### src/rtl/debug_controller.sv
// rtl/debug_controller.sv - host-side debug controller: command channel, loader, run control, breakpoints
module debug_controller #(
  parameter int NB_GPIO      = 32,
  parameter int NB_PC        = 32,
  parameter int N_REG        = 32,
  parameter int NB_INDEX     = $clog2(N_REG),
  parameter int NB_CHUNK     = 16,
  parameter int N_BREAK      = 4,
  parameter int RESET_CYCLES = 4
) (
  input  logic                i_clock,
  input  logic                i_reset,
  input  logic [NB_GPIO-1:0]  i_gpio,
  input  logic [NB_PC-1:0]    i_mips_reg,
  input  logic [NB_PC-1:0]    i_mips_mem,
  input  logic [NB_PC-1:0]    i_mips_pc,
  output logic [NB_GPIO-1:0]  o_gpio,
  output logic                o_enable,
  output logic                o_mips_reset,
  output logic [NB_PC-1:0]    o_instruction_addr,
  output logic [NB_PC-1:0]    o_instruction_data,
  output logic                o_instruction_write_enb,
  output logic [NB_PC-1:0]    o_memory_addr,
  output logic [NB_INDEX-1:0] o_reg_index
);

  localparam int          N_CHUNK  = NB_PC / NB_CHUNK;
  localparam logic [15:0] RST_LOAD = 16'(RESET_CYCLES - 1);

  typedef enum logic [2:0] {S_HALT, S_RUN, S_STEP, S_BREAK, S_RST} state_t;
  state_t state, state_next;

  logic               prev_toggle, cmd_valid, ack;
  logic [NB_GPIO-1:0] cmd;
  logic [6:0]         op;
  logic [3:0]         chunk, sub;
  logic [15:0]        data;
  logic [NB_CHUNK-1:0] payload;
  logic               chunk_ok, bp_ok, src_ok, cmd_err, exec, err_pulse;
  logic               do_clr, do_run, do_halt, do_step, do_rstp, do_iaddr, do_idata;
  logic               do_commit, do_ridx, do_maddr, do_bpaddr, do_bpen, do_read;

  logic [NB_PC-1:0]   bp_addr [N_BREAK];
  logic [N_BREAK-1:0] bp_en;
  logic               bp_match, match_eff, resume_mask;
  logic [1:0]         bp_hit, hit_idx;
  logic               break_hit, error;
  logic [15:0]        step_left, rst_left;
  logic [NB_PC-1:0]   en_count, snapshot, src_sel;
  logic [NB_CHUNK-1:0] rb_chunk;
  logic [6:0]         status;

  // Edge-detect the host toggle and hold the command word for one cycle of decode
  always_ff @(posedge i_clock) begin
    if (i_reset) begin
      prev_toggle <= 1'b0;
      cmd_valid   <= 1'b0;
      cmd         <= '0;
    end else begin
      prev_toggle <= i_gpio[31];
      cmd_valid   <= i_gpio[31] ^ prev_toggle;
      cmd         <= i_gpio;
    end
  end

  assign op      = cmd[30:24];
  assign chunk   = cmd[23:20];
  assign sub     = cmd[19:16];
  assign data    = cmd[15:0];
  assign payload = data[NB_CHUNK-1:0];

  assign chunk_ok = {1'b0, chunk} < 5'(N_CHUNK);
  assign bp_ok    = {1'b0, sub} < 5'(N_BREAK);
  assign src_ok   = sub < 4'd4;

  // Validate the held command; a rejected command only raises the sticky error
  always_comb begin
    cmd_err = 1'b0;
    case (op)
      7'h01, 7'h02, 7'h03, 7'h04, 7'h05, 7'h08, 7'h09: cmd_err = 1'b0;
      7'h06, 7'h07, 7'h0A: cmd_err = !chunk_ok;
      7'h0B:               cmd_err = !chunk_ok || !bp_ok;
      7'h0C:               cmd_err = !bp_ok;
      7'h0D:               cmd_err = !chunk_ok || !src_ok;
      default:             cmd_err = 1'b1;
    endcase
  end

  assign exec      = cmd_valid && !cmd_err;
  assign err_pulse = cmd_valid && cmd_err;
  assign do_clr    = exec && (op == 7'h01);
  assign do_run    = exec && (op == 7'h02);
  assign do_halt   = exec && (op == 7'h03);
  assign do_step   = exec && (op == 7'h04);
  assign do_rstp   = exec && (op == 7'h05);
  assign do_iaddr  = exec && (op == 7'h06);
  assign do_idata  = exec && (op == 7'h07);
  assign do_commit = exec && (op == 7'h08);
  assign do_ridx   = exec && (op == 7'h09);
  assign do_maddr  = exec && (op == 7'h0A);
  assign do_bpaddr = exec && (op == 7'h0B);
  assign do_bpen   = exec && (op == 7'h0C);
  assign do_read   = exec && (op == 7'h0D);

  // Breakpoint compare against the live PC; scanning downward lets the lowest index win
  always_comb begin
    bp_match = 1'b0;
    bp_hit   = 2'd0;
    for (int k = N_BREAK - 1; k >= 0; k--) begin
      if (bp_en[k] && (bp_addr[k] == i_mips_pc)) begin
        bp_match = 1'b1;
        bp_hit   = 2'(k);
      end
    end
  end

  assign match_eff = bp_match && !resume_mask;

  // Run-control state register
  always_ff @(posedge i_clock) begin
    if (i_reset) state <= S_HALT;
    else         state <= state_next;
  end

  // Run-control next state and core enable; a match blocks the instruction at the breakpoint
  always_comb begin
    state_next = state;
    o_enable   = 1'b0;
    if ((state == S_RUN) || (state == S_STEP)) o_enable = !match_eff;
    if (do_clr) begin
      state_next = S_HALT;
    end else if (do_rstp) begin
      state_next = S_RST;
    end else begin
      case (state)
        S_HALT, S_BREAK: begin
          if (do_run)       state_next = S_RUN;
          else if (do_step) state_next = S_STEP;
        end
        S_RUN: begin
          if (do_halt)        state_next = S_HALT;
          else if (match_eff) state_next = S_BREAK;
        end
        S_STEP: begin
          if (do_halt)                    state_next = S_HALT;
          else if (match_eff)             state_next = S_BREAK;
          else if (step_left == 16'd1)    state_next = S_HALT;
        end
        S_RST: begin
          if (rst_left == 16'd0) state_next = S_HALT;
        end
        default: state_next = S_HALT;
      endcase
    end
  end

  assign o_mips_reset = (state == S_RST);

  // Ack follows every accepted toggle, including CLR_ALL and rejected commands
  always_ff @(posedge i_clock) begin
    if (i_reset)        ack <= 1'b0;
    else if (cmd_valid) ack <= cmd[31];
  end

  always_comb begin
    case (sub[1:0])
      2'd0:    src_sel = i_mips_reg;
      2'd1:    src_sel = i_mips_mem;
      2'd2:    src_sel = i_mips_pc;
      default: src_sel = en_count;
    endcase
  end

  // Command side effects, loader, breakpoint table, readback and run-control bookkeeping
  always_ff @(posedge i_clock) begin
    if (i_reset || do_clr) begin
      o_instruction_addr      <= '0;
      o_instruction_data      <= '0;
      o_instruction_write_enb <= 1'b0;
      o_memory_addr           <= '0;
      o_reg_index             <= '0;
      for (int b = 0; b < N_BREAK; b++) bp_addr[b] <= '0;
      bp_en       <= '0;
      resume_mask <= 1'b0;
      hit_idx     <= 2'd0;
      break_hit   <= 1'b0;
      error       <= 1'b0;
      step_left   <= 16'd0;
      rst_left    <= 16'd0;
      en_count    <= '0;
      snapshot    <= '0;
      rb_chunk    <= '0;
    end else begin
      if (err_pulse) error <= 1'b1;

      if (o_enable) begin
        en_count    <= en_count + NB_PC'(1);
        resume_mask <= 1'b0;
        if (state == S_STEP) step_left <= step_left - 16'd1;
      end
      if ((state == S_RST) && (rst_left != 16'd0)) rst_left <= rst_left - 16'd1;

      if (((state == S_HALT) || (state == S_BREAK)) &&
          ((state_next == S_RUN) || (state_next == S_STEP))) begin
        break_hit   <= 1'b0;
        resume_mask <= (state == S_BREAK);
      end
      if ((state_next == S_STEP) && (state != S_STEP))
        step_left <= (data == 16'd0) ? 16'd1 : data;
      if ((state_next == S_BREAK) && (state != S_BREAK)) begin
        break_hit <= 1'b1;
        hit_idx   <= bp_hit;
      end
      if (do_rstp) begin
        rst_left <= RST_LOAD;
        en_count <= '0;
      end

      o_instruction_write_enb <= do_commit;
      if (o_instruction_write_enb) o_instruction_addr <= o_instruction_addr + NB_PC'(4);
      if (do_ridx) o_reg_index <= data[NB_INDEX-1:0];
      if (do_bpen) begin
        for (int b = 0; b < N_BREAK; b++)
          if (sub == 4'(b)) bp_en[b] <= data[0];
      end

      for (int k = 0; k < N_CHUNK; k++) begin
        if (chunk == 4'(k)) begin
          if (do_iaddr) o_instruction_addr[k*NB_CHUNK +: NB_CHUNK] <= payload;
          if (do_idata) o_instruction_data[k*NB_CHUNK +: NB_CHUNK] <= payload;
          if (do_maddr) o_memory_addr[k*NB_CHUNK +: NB_CHUNK]      <= payload;
          if (do_read)  rb_chunk <= snapshot[k*NB_CHUNK +: NB_CHUNK];
          if (do_bpaddr) begin
            for (int b = 0; b < N_BREAK; b++)
              if (sub == 4'(b)) bp_addr[b][k*NB_CHUNK +: NB_CHUNK] <= payload;
          end
        end
      end
      if (do_read && (chunk == 4'd0)) begin
        snapshot <= src_sel;
        rb_chunk <= src_sel[NB_CHUNK-1:0];
      end
    end
  end

  assign status = {error, hit_idx, (state == S_RST), break_hit, (state == S_STEP), (state == S_RUN)};

  // Host-visible word: ack toggle, status, readback chunk, zeros elsewhere
  always_comb begin
    o_gpio                 = '0;
    o_gpio[31]             = ack;
    o_gpio[30:24]          = status;
    o_gpio[NB_CHUNK-1:0]   = rb_chunk;
  end

endmodule
### config.mk
export PLATFORM = sky130hd
export DESIGN_NAME = debug_controller
export DESIGN_NICKNAME = d
export VERILOG_FILES = /design/src/rtl/debug_controller.sv
export SDC_FILE = /design/constraint.sdc
export NUM_CORES = 1
export LEC_CHECK = 0
export ABC_AREA = 1
export BUFFER_PORTS_ARGS = -buffer_cell sky130_fd_sc_hd__buf_2
export CORE_ASPECT_RATIO = 0.6
export CORE_MARGIN = 2
export CORE_UTILIZATION = 50
export CTS_CLUSTER_SIZE = 30
export DETAILED_ROUTE_END_ITERATION = 12
export GPL_ROUTABILITY_DRIVEN = 0
export PLACE_DENSITY = 0.71
export SYNTH_ARGS = -nofsm -noshare
export SYNTH_HDL_FRONTEND = slang
export SYNTH_SLANG_ARGS = --single-unit
### constraint.sdc
create_clock -name i_clock -period 5.7 [get_ports i_clock]
set_input_delay 1.14 -clock i_clock [delete_from_list [all_inputs] [get_ports i_clock]]
set_output_delay 1.14 -clock i_clock [all_outputs]
set_load 0.01 [all_outputs]
After elaboration in Yosys (flattened, before gate mapping)
Memory sizes are Yosys's and may differ from the RTL's.
Cells that the tools add are included.
- memory bits (writable): 128
- memories: 1
- ROM bits: 0
- bits in registers: 261
- latch bits: 0
- logic and storage cells: 222
- equal/unequal tests: 33
- shift operators: 0
- divide/modulo/power cells: 0
- multipliers: 0
- add/sub/neg operators: 4
- multiplexer cells: 84
- reductions and logical operators: 62
- bitwise operators: 9
- magnitude comparators: 3
- memory list (memory ; depth ; width ; read ports ; clocked after Yosys merged registers in ; wr ports ; line ; RTL):
    bp_addr ; 4 ; 32 ; 4 ; 0 ; 4 ; 43 ; logic [NB_PC-1:0] bp_addr [N_BREAK];
- operator list (operator ; number):
    $mux W16 ; 21
    $eq A32 B32 Y1 ; 4
    $pmux W32 S3 ; 1
    $mux W1 ; 43
    $eq A7 B4 Y1 const B ; 6
    $add A32 B1 Y32 const B ; 1
    $add A32 B3 Y32 const B ; 1
    $logic_not A16 Y1 ; 2
    $mux W32 ; 1
    $sub A16 B1 Y16 const B ; 2
    $mux W3 ; 10
    $eq A7 B3 Y1 const B ; 4
    $logic_and A1 B1 Y1 ; 25
    $reduce_and A2 Y1 ; 9
    $eq A16 B1 Y1 const B ; 1
    $reduce_bool A16 Y1 ; 1
    $eq A7 B2 Y1 const B ; 2
    $eq A3 B2 Y1 const B ; 4
    $mux W2 ; 6
    $pmux W3 S4 ; 1
    $reduce_bool A2 Y1 ; 5
    $eq A4 B1 Y1 const B ; 2
    $eq A4 B2 Y1 const B ; 2
    $logic_not A4 Y1 ; 2
    other kinds (18) ; 39

Logic depth before layout (Yosys ltp)
Gate-level depths: netlist (run 1).
An unclocked memory read counts as a cell.
- word-level depth: 18
- gate-level depth with buffers: 21

Worst setup path before layout (run 1)
No wires, ideal clock.
- kind: input port to output port
- start point: in i_mips_pc[6]
- end point: out o_enable
- stages on the path: 14
- data arrival time: 2310 ps
- path buffers: 1
- setup slack: 2250 ps
- data required time: 4560 ps
- path through: clkbuf_2 > inv_1 > nand2_1 > nand2_1 > nor2_1 > nand2_1 > nor2_1 > nand3_1 > nor2_1 > nor2_1 > nand2_1 > nand2_1 > nand2_2 > inv_1
- longest elaborated chain between the ends: 9
- ends and longest elaborated chain (what ; line ; RTL):
    start, declared ; 16 ; input logic [NB_PC-1:0] i_mips_pc,
    $eq A32 B32 Y1 ; 110 ; if (bp_en[k] && (bp_addr[k] == i_mips_pc)) begin
    $logic_and A1 B1 Y1 ; 110 ;
    $mux W1 (3 in a row) ; 110 ;
    $mux W1 (*) ; 110 ;
    $logic_and A1 B1 Y1 (*) ; 117 ; assign match_eff = bp_match && !resume_mask;
    $logic_not A1 Y1 (*) ; 129 ; if ((state == S_RUN) || (state == S_STEP)) o_enable = !match_eff;
    $mux W1 (*) ; 129 ;
    end, declared ; 18 ; output logic o_enable,
Every way passes the cells marked *; elsewhere a longest branch is shown, timed or not.

Final worst setup path (run 1)
- start point: in i_mips_pc[7]
- end point: out o_enable
Same word-level chain as after synthesis.

==> run_results.csv, run 1 <==
group,metric,value,unit
status,status,"complete, no violations",
critical_path,cp.required,4.56,ns
pwr,power_leakage,8.739,nW
layout,post_route_cells_drive_above_1_share,0.1487,
synthesis,synth-seq-area-share,0.4902,
timing,report.final.slew_viol_count,0,
drt,remaining_routing_drc_violations,0,
pwr,ir_worst_vdd,242.4,uV
die,floorplan.initialDensity,0.5086,
global_routing,grt_start_max_net_pins,85,
critical_path,r2r.worst_path.cells,11,
synthesis,number_of_flops_mapped_to_enable_cells_by_yosys,128,
drt,route.detailed.wl_per_inst,21.08,um
die,die-width,247.6,um
clock_tree,tritoncts_clock_tree,"built",
layout,synthToLayoutAreaGrowth,14.99,%
clock_tree,hold_buf_cts,0,
pwr,share_of_power_burned_in_combinational_logic,0.130,
synthesis,synth_area_per_cell,7.752,um2
pwr,power.share.switching,0.2743,
layout,diodes,0,
global_routing,first_global_vias,15430,
layout,fillerInstances,3163,
critical_path,critical_path_class,"in -> out",
critical_path,crit_path_start,"i_mips_pc[7]",
timing,final_period_minus_worst_setup_slack,4.715,ns
global_routing,grt_overflow_total,0,
synthesis,synthSimpleGateAreaFrac,0.2491,
clock_tree,tritoncts.num_buffers,35,
die,dieArea,37190,um2
synthesis,postSynth.topFlopCell,"sky130_fd_sc_hd__dfxtp_1",
die,placeableCoreArea,35010,um2
critical_path,worst-r2r-setup-slack,1.43,ns
die,ioPinCount,266,
global_routing,grt_first_pass_wirelength,91650,um
synthesis,yosys-mux-area-fraction,0,
synthesis,post_synthesis_cell_count,2297,
clock_tree,cts_max_level,2,
drt,vias_per_cell,5.676,
pwr,power.share.clock,0.398,
hold_path,worst_hold_path_startpoint,"snapshot[18]",
synthesis,syn-cell-area,17810,um2
critical_path,worstPathMaxFanout,7,
pwr,p_per_area,297.6,nW/um2
timing,setup_viol,0,
timing,finalClockSkew,0.01998,ns
die,die_height,150.2,um
drt,detail_route.first_pass.iterations,7,
synthesis,yosys.area_share.adder,0.003513,
synthesis,postSynth.asyncResetShare,0,
pwr,power_frac_seq,0.472,
drt,vias,17000,
drt,drtIter0Drc,2543,
global_routing,globalRouteTotalUtil,0.3320,
place,buffer_ports.inserted,257,
clock_tree,root_buffer,"sky130_fd_sc_hd__clkbuf_16",
clock_tree,cts_resized,0,
critical_path,reg2reg_to,"bp_addr[2][10]",
timing,layout_worst_path_cycle_share,0.8272,
pwr,intPower,4.422,mW
layout,final_core_utilization,0.5848,
synthesis,ys.warnings.count,0,
layout,final_nets,2637,
timing,hold_viol_final,0,
place,hpwlAfterDp,46170,um
synthesis,dominant_combinational_cell_family_by_area_after_synthesis,"simple AND/OR/NAND/NOR gates",
layout,final-seq-area,8728,um2
timing,hold_slack_final,0.4593,ns
synthesis,synth_xor_xnor_area_share,0.03886,
clock_tree,cts_buffer_depth,3,
timing,fmax,212.1,MHz
global_routing,antenna_violations_before_repair,1,
timing,max_slew.worst_pin.slew,1.281,ns
synthesis,netlist-cell-type-count,48,
drt,detail-route-antenna-nets,0,
timing,setup_total_negative_slack,0,ns
timing,rsz0062_at_grt,"false",
synthesis,synth_compound_area_frac,0.1279,
run,drv.max_cap_violation_count,0,
die,floorplan.rows,53,
clock_tree,clk_pin_slew,0.07,ns
critical_path,critical_path.startpoint_type,"input pin",
critical_path,critPathCapture,"o_enable",
layout,multi_input_area,7527,um2
synthesis,synth-seq-cells,372,
drt,wire_length_after_detailed_routing,63150,um
critical_path,crit_arrival,3.58,ns
hold_path,min-delay-path-class,"reg -> reg",
timing,slew_headroom,0.1458,
pwr,netSwitchingPower,1.672,mW
clock_tree,worstSkewPairLatency,0.54,ns
critical_path,setup.worst_path.end_class,"output port",
clock_tree,cts_setup_buffers,0,
critical_path,r2r-start,"cmd[29]",
clock_tree,cts.sink_count,372,
placed cells by master, fill, tap and decap left out, types with 2 or more instances in the layout:
cell	count
sky130_fd_sc_hd__nand3_1	60
sky130_fd_sc_hd__a21boi_1	2
sky130_fd_sc_hd__or2_0	3
sky130_fd_sc_hd__o21ai_2	5
sky130_fd_sc_hd__nor4_1	15
sky130_fd_sc_hd__nor3_1	43
sky130_fd_sc_hd__a221oi_1	13
sky130_fd_sc_hd__nor2_4	4
sky130_fd_sc_hd__nor2_1	383
sky130_fd_sc_hd__clkbuf_8	8
sky130_fd_sc_hd__nand4_1	27
sky130_fd_sc_hd__clkbuf_16	38
sky130_fd_sc_hd__a21oi_1	124
sky130_fd_sc_hd__dfxtp_1	244
sky130_fd_sc_hd__ha_1	5
sky130_fd_sc_hd__nor2_2	18
sky130_fd_sc_hd__inv_1	279
sky130_fd_sc_hd__nand2_2	2
sky130_fd_sc_hd__and3_1	2
sky130_fd_sc_hd__o21ai_1	5
sky130_fd_sc_hd__inv_2	3
sky130_fd_sc_hd__buf_4	13
sky130_fd_sc_hd__o2111ai_1	18
sky130_fd_sc_hd__xor2_1	48
sky130_fd_sc_hd__clkinv_2	6
sky130_fd_sc_hd__nand2_1	498
sky130_fd_sc_hd__nand4_2	2
sky130_fd_sc_hd__clkinv_1	4
sky130_fd_sc_hd__edfxtp_1	128
sky130_fd_sc_hd__buf_2	257
sky130_fd_sc_hd__or2_2	8
sky130_fd_sc_hd__conb_1	8
sky130_fd_sc_hd__xnor2_1	31
sky130_fd_sc_hd__clkinvlp_4	4
sky130_fd_sc_hd__a211oi_1	85
sky130_fd_sc_hd__o21a_1	6
sky130_fd_sc_hd__o211ai_1	18
sky130_fd_sc_hd__o21ai_0	93
sky130_fd_sc_hd__clkbuf_1	5
power by group through the flow:
stage | Combinational [mW] | Clock [mW] | Sequential, mW
after floorplan | 0.526 | 0 | 2.91
after detailed placement | 0.759 | 0 | 2.93
final | 0.793 | 2.43 | 2.87
after CTS | 0.763 | 2.44 | 2.87
after global routing | 0.858 | 2.55 | 2.88
after global placement | 0.748 | 0 | 2.93
worst min path at each step:
stage | cells past startpoint | slack [ns] | endpoint
3_3_place_gp | 2 | 0.45 | snapshot[24]
2_1_floorplan | 2 | 0.44 | snapshot[16]
5_1_grt | 2 | 0.49 | snapshot[28]
6_report | 2 | 0.46 | snapshot[18]
4_1_cts | 2 | 0.46 | snapshot[18]
3_5_place_dp | 2 | 0.45 | snapshot[18]
Yosys cell counts, drive strengths merged (4+ instances only):
cell type | number | share of area
xor2 | 48 | 0.024
inv | 282 | 0.059
nor3 | 45 | 0.014
o2111ai | 18 | 0.0089
or2 | 11 | 0.0039
clkinv | 4 | 0.00084
clkbuf | 49 | 0.010
nor2 | 405 | 0.089
nand2 | 501 | 0.11
xnor2 | 31 | 0.015
a211oi | 85 | 0.036
ha | 5 | 0.0035
nand3 | 61 | 0.017
nor4 | 17 | 0.0072
o21a | 6 | 0.0025
dfxtp | 244 | 0.27
buf | 60 | 0.020
o21ai | 103 | 0.029
a221oi | 13 | 0.0064
nand4 | 29 | 0.011
o211ai | 18 | 0.0076
edfxtp | 128 | 0.22
a21oi | 124 | 0.035
area by class of cell:
| type | instances | area share |
|---|---|---|
| flip-flops and latches | 372 | 0.4263 |
| multi-input cells | 1537 | 0.3676 |
| repair buffers | 270 | 0.06758 |
| clock buffers | 51 | 0.05273 |
| inverters | 286 | 0.05243 |
| well taps | 467 | 0.02854 |
| clock inverters | 12 | 0.004827 |
sequential cells by signal, summed over array words and instances (netlist names), 2 cells and up:
name and flops:
rst_left 16, en_count 32, o_memory_addr 32, cmd 31, o_instruction_addr 32, hit_idx 2, o_reg_index 5, state 3
step_left 16, o_instruction_data 32, snapshot 16, bp_addr 128, bp_en 4, rb_chunk 16
metal layers:
layer,GRT usage,part of all wire,vias to the layer above
met1,0.4570,0.40,7827
met4,0.1347,0.043,2
met3,0.1317,0.15,177
met2,0.4631,0.40,1119
met5,0,0.00017,-
li1,-,-,7876
worst max-delay path, cell delays in order:
cell	delay (ns)
sky130_fd_sc_hd__buf_2	0.21
sky130_fd_sc_hd__inv_1	0.17
sky130_fd_sc_hd__nand2_1	0.23
sky130_fd_sc_hd__nand2_1	0.08
sky130_fd_sc_hd__nor2_1	0.11
sky130_fd_sc_hd__nand2_1	0.13
sky130_fd_sc_hd__nor2_1	0.27
sky130_fd_sc_hd__nand3_1	0.11
sky130_fd_sc_hd__nor2_1	0.27
sky130_fd_sc_hd__nor2_1	0.13
sky130_fd_sc_hd__nand2_1	0.12
sky130_fd_sc_hd__nand2_1	0.14
sky130_fd_sc_hd__nand2_2	0.16
sky130_fd_sc_hd__inv_1	0.11
sky130_fd_sc_hd__buf_2	0.17
metrics by stage:
| step | setup WS [ns] | instances | cell area, um2 | total power [mW] |
|---|---|---|---|---|
| 2_1_floorplan | 2.250 | 2304 | 17830 | 3.435 |
| 6_report | 0.9847 | 2995 | 20480 | 6.094 |
| 3_5_place_dp | 1.205 | 2932 | 19290 | 3.688 |
| 5_1_grt | 0.9824 | 2995 | 20480 | 6.290 |
| 3_3_place_gp | 1.330 | 2932 | 19290 | 3.675 |
| 4_1_cts | 1.277 | 2995 | 20470 | 6.076 |
logic make-up (layout without fill, tap and decap cells):
kind of cell               after synthesis  after routing
AOI/OAI and AO/OA                      373            373
xor gates and xnor gates                79             79
adders and majority gates                5              5
buffers and inverters                  395            619
DFF                                    372            372
other                                    1              8
and+or+nand+nor                       1072           1072
(Power assumes the default switching activity.)
==> run 2, diff against run 1 <==
--- a/config.mk
+++ b/config.mk
@@ -13,7 +13,7 @@
 export CTS_CLUSTER_SIZE = 30
 export DETAILED_ROUTE_END_ITERATION = 12
 export GPL_ROUTABILITY_DRIVEN = 0
-export PLACE_DENSITY = 0.71
+export PLACE_DENSITY = 0.74
 export SYNTH_ARGS = -nofsm -noshare
 export SYNTH_HDL_FRONTEND = slang
 export SYNTH_SLANG_ARGS = --single-unit
==> constraint.sdc (replaced) <==
create_clock -name i_clock -period 4 [get_ports i_clock]
set_input_delay 0.8 -clock i_clock [delete_from_list [all_inputs] [get_ports i_clock]]
set_output_delay 0.8 -clock i_clock [all_outputs]
set_load 0.01 [all_outputs]
==> run 2 against run 1 <==
Clock power rose by 44%. Critical path type unchanged. Clock-buffer cell count is 1 lower. Via count increased by 1.2%. Sequential power grew 43%. Routed wire length increased by 0.88%. Largest cell class unchanged. Non-clock buffer count up 21. First-iteration DRC count fell by 1.3%. Critical endpoint unchanged. Setup slack got worse by 0.82 ns.
==> run_results.csv, run 2 (same netlist as run 1, synthesis figures left out) <==
group,metric,value,unit
global_routing,grt_first_pass_wirelength,92840,um
critical_path,worst_path_largest_cell_delay,0.33,ns
pwr,ir_worst_vdd,294.7,uV
timing,rsz0062_at_grt,"false",
layout,largest_register,"bp_addr",
global_routing,busiest_layer,"met2",
critical_path,slowest_stage,"sky130_fd_sc_hd__nor2_1",
drt,detail-route-antenna-nets,0,
die,floorplan.rows,53,
timing,slew_headroom,0.3251,
hold_path,min-delay-path-class,"in -> reg",
global_routing,gr-usage-met2,0.4758,
timing,hold_viol_final,0,
run,drv.max_cap_violation_count,0,
pwr,power_frac_seq,0.469,
critical_path,critical_path.startpoint_type,"input pin",
layout,synthToLayoutAreaGrowth,15.89,%
clock_tree,cts_setup_buffers,0,
drt,vias,17210,
drt,drtIter0Drc,2510,
pwr,p_per_area,422.9,nW/um2
layout,mostFrequentLayoutCells,"498 x sky130_fd_sc_hd__nand2_1, 383 x sky130_fd_sc_hd__nor2_1, 279 x sky130_fd_sc_hd__inv_1",
place,detailedPlace.worstSlack,0.3745,ns
timing,max_slew.worst_pin.slew,1.011,ns
drt,remaining_routing_drc_violations,0,
clock_tree,cts_resized,0,
die,ioPinCount,266,
die,dieArea,37190,um2
die,floorplan.initialDensity,0.5086,
clock_tree,tritoncts.num_buffers,36,
pwr,total_power,8.727,mW
global_routing,grt_overflow_total,0,
layout,post_route_cells_drive_above_1_share,0.1522,
pwr,power.share.switching,0.2744,
pwr,power.share.clock,0.400,
global_routing,grt_use_met1,0.4705,
layout,final_nets,2659,
clock_tree,worstSkewPairLatency,0.55,ns
die,die_height,150.2,um
pwr,power_leakage,8.838,nW
drt,wire_length_after_detailed_routing,63700,um
layout,largest_reg_flops,128,
drt,detail_route.first_pass.iterations,7,
die,placeableCoreArea,35010,um2
clock_tree,cts.sink_count,372,
clock_tree,cts_buffer_depth,3,
clock_tree,cts_max_level,2,
clock_tree,root_buffer,"sky130_fd_sc_hd__clkbuf_16",
critical_path,setup.worst_path.end_class,"output port",
place,buffer_ports.inserted,257,
clock_tree,clk_pin_slew,0.07,ns
timing,layout_worst_path_cycle_share,0.9597,
drt,vias_per_cell,5.695,
place,hpwlAfterDp,46900,um
timing,fmax,260.5,MHz
global_routing,antenna_violations_before_repair,4,
pwr,netSwitchingPower,2.394,mW
pwr,share_of_power_burned_in_combinational_logic,0.130,
timing,finalClockSkew,0.03518,ns
critical_path,crit_arrival,3.04,ns
critical_path,critical_path_class,"in -> out",
critical_path,worstPathMaxFanout,7,
critical_path,cp.required,3.20,ns
status,status,"complete, no violations",
global_routing,globalRouteTotalUtil,0.3355,
global_routing,use_met3,0.1193,
pwr,intPower,6.332,mW
timing,report.final.slew_viol_count,0,
clock_tree,tritoncts_clock_tree,"built",
layout,mostFrequentLayoutCell,"sky130_fd_sc_hd__nand2_1",
timing,setup_viol,0,
clock_tree,hold_buf_cts,0,
global_routing,grt_start_max_net_pins,63,
drt,route.detailed.wl_per_inst,21.09,um
timing,timing.final.ws_setup,0.1614,ns
critical_path,crit_path_cell_trace,"buf_2 > inv_1 > nand2_1 > o21ai_0 > nor2_1 > nand2_1 > nor2_1 > nand3_1 > nor2_1 > nor2_1 > nand2_1 > nand2_1 > nand2_2 > inv_1 > buf_2",
timing,setup_total_negative_slack,0,ns
global_routing,first_global_vias,15550,
timing,final_period_minus_worst_setup_slack,3.839,ns
die,die-width,247.6,um
-- run 2: final cells by class --
cell class | instances | area, um2
inverter | 286 | 1074
multi-input combinational | 1537 | 7512
antenna | 4 | 10.01
sequential | 372 | 8728
fill | 3139 | 14380
timing repair buffer | 291 | 1541
clock inverter | 14 | 140.1
clock buffer | 50 | 1047
tap | 467 | 584.3
-- run 2: critical path, delay by kind of cell --
family,cells,cell delay (ns)
and+or+nand+nor,10,1.54
buffers and inverters,4,0.60
AOI/OAI and AO/OA,1,0.10
-- run 2: final timing paths --
kind	from	endpoint	slack, ns	cells after the start
worst min-delay path	i_gpio[15]	cmd[15]	0.45	3
worst max register to register	cmd[29]	bp_addr[1][9]	0.39	14
worst min register to register	snapshot[24]	snapshot[24]	0.47	2
worst max-delay path	i_mips_pc[26]	o_enable	0.16	15
-- run 2: stage by stage --
step           utilization  instances  cell area [um2]  hold slack (ns)
6_report            0.5894       3021            20640           0.4505
3_3_place_gp        0.5552       2953            19440           0.4503
5_1_grt             0.5893       3020            20630           0.4483
3_5_place_dp        0.5552       2953            19440           0.4550
2_1_floorplan            -       2304            17830           0.4393
4_1_cts             0.5891       3017            20630           0.4393
-- run 2: layer usage --
layer | part of all wire | wire [um]
met5 | 0.00042 | 27
met4 | 0.036 | 2282
met3 | 0.14 | 9168
met2 | 0.41 | 26050
met1 | 0.41 | 26180
-- run 2: power groups by stage --
stage | Sequential, mW | Clock (mW) | Combinational (mW)
floorplan | 4.14 | 0 | 0.750
global placement | 4.17 | 0 | 1.06
detailed placement | 4.17 | 0 | 1.09
CTS | 4.09 | 3.51 | 1.10
global route | 4.10 | 3.67 | 1.24
finish | 4.09 | 3.49 | 1.14
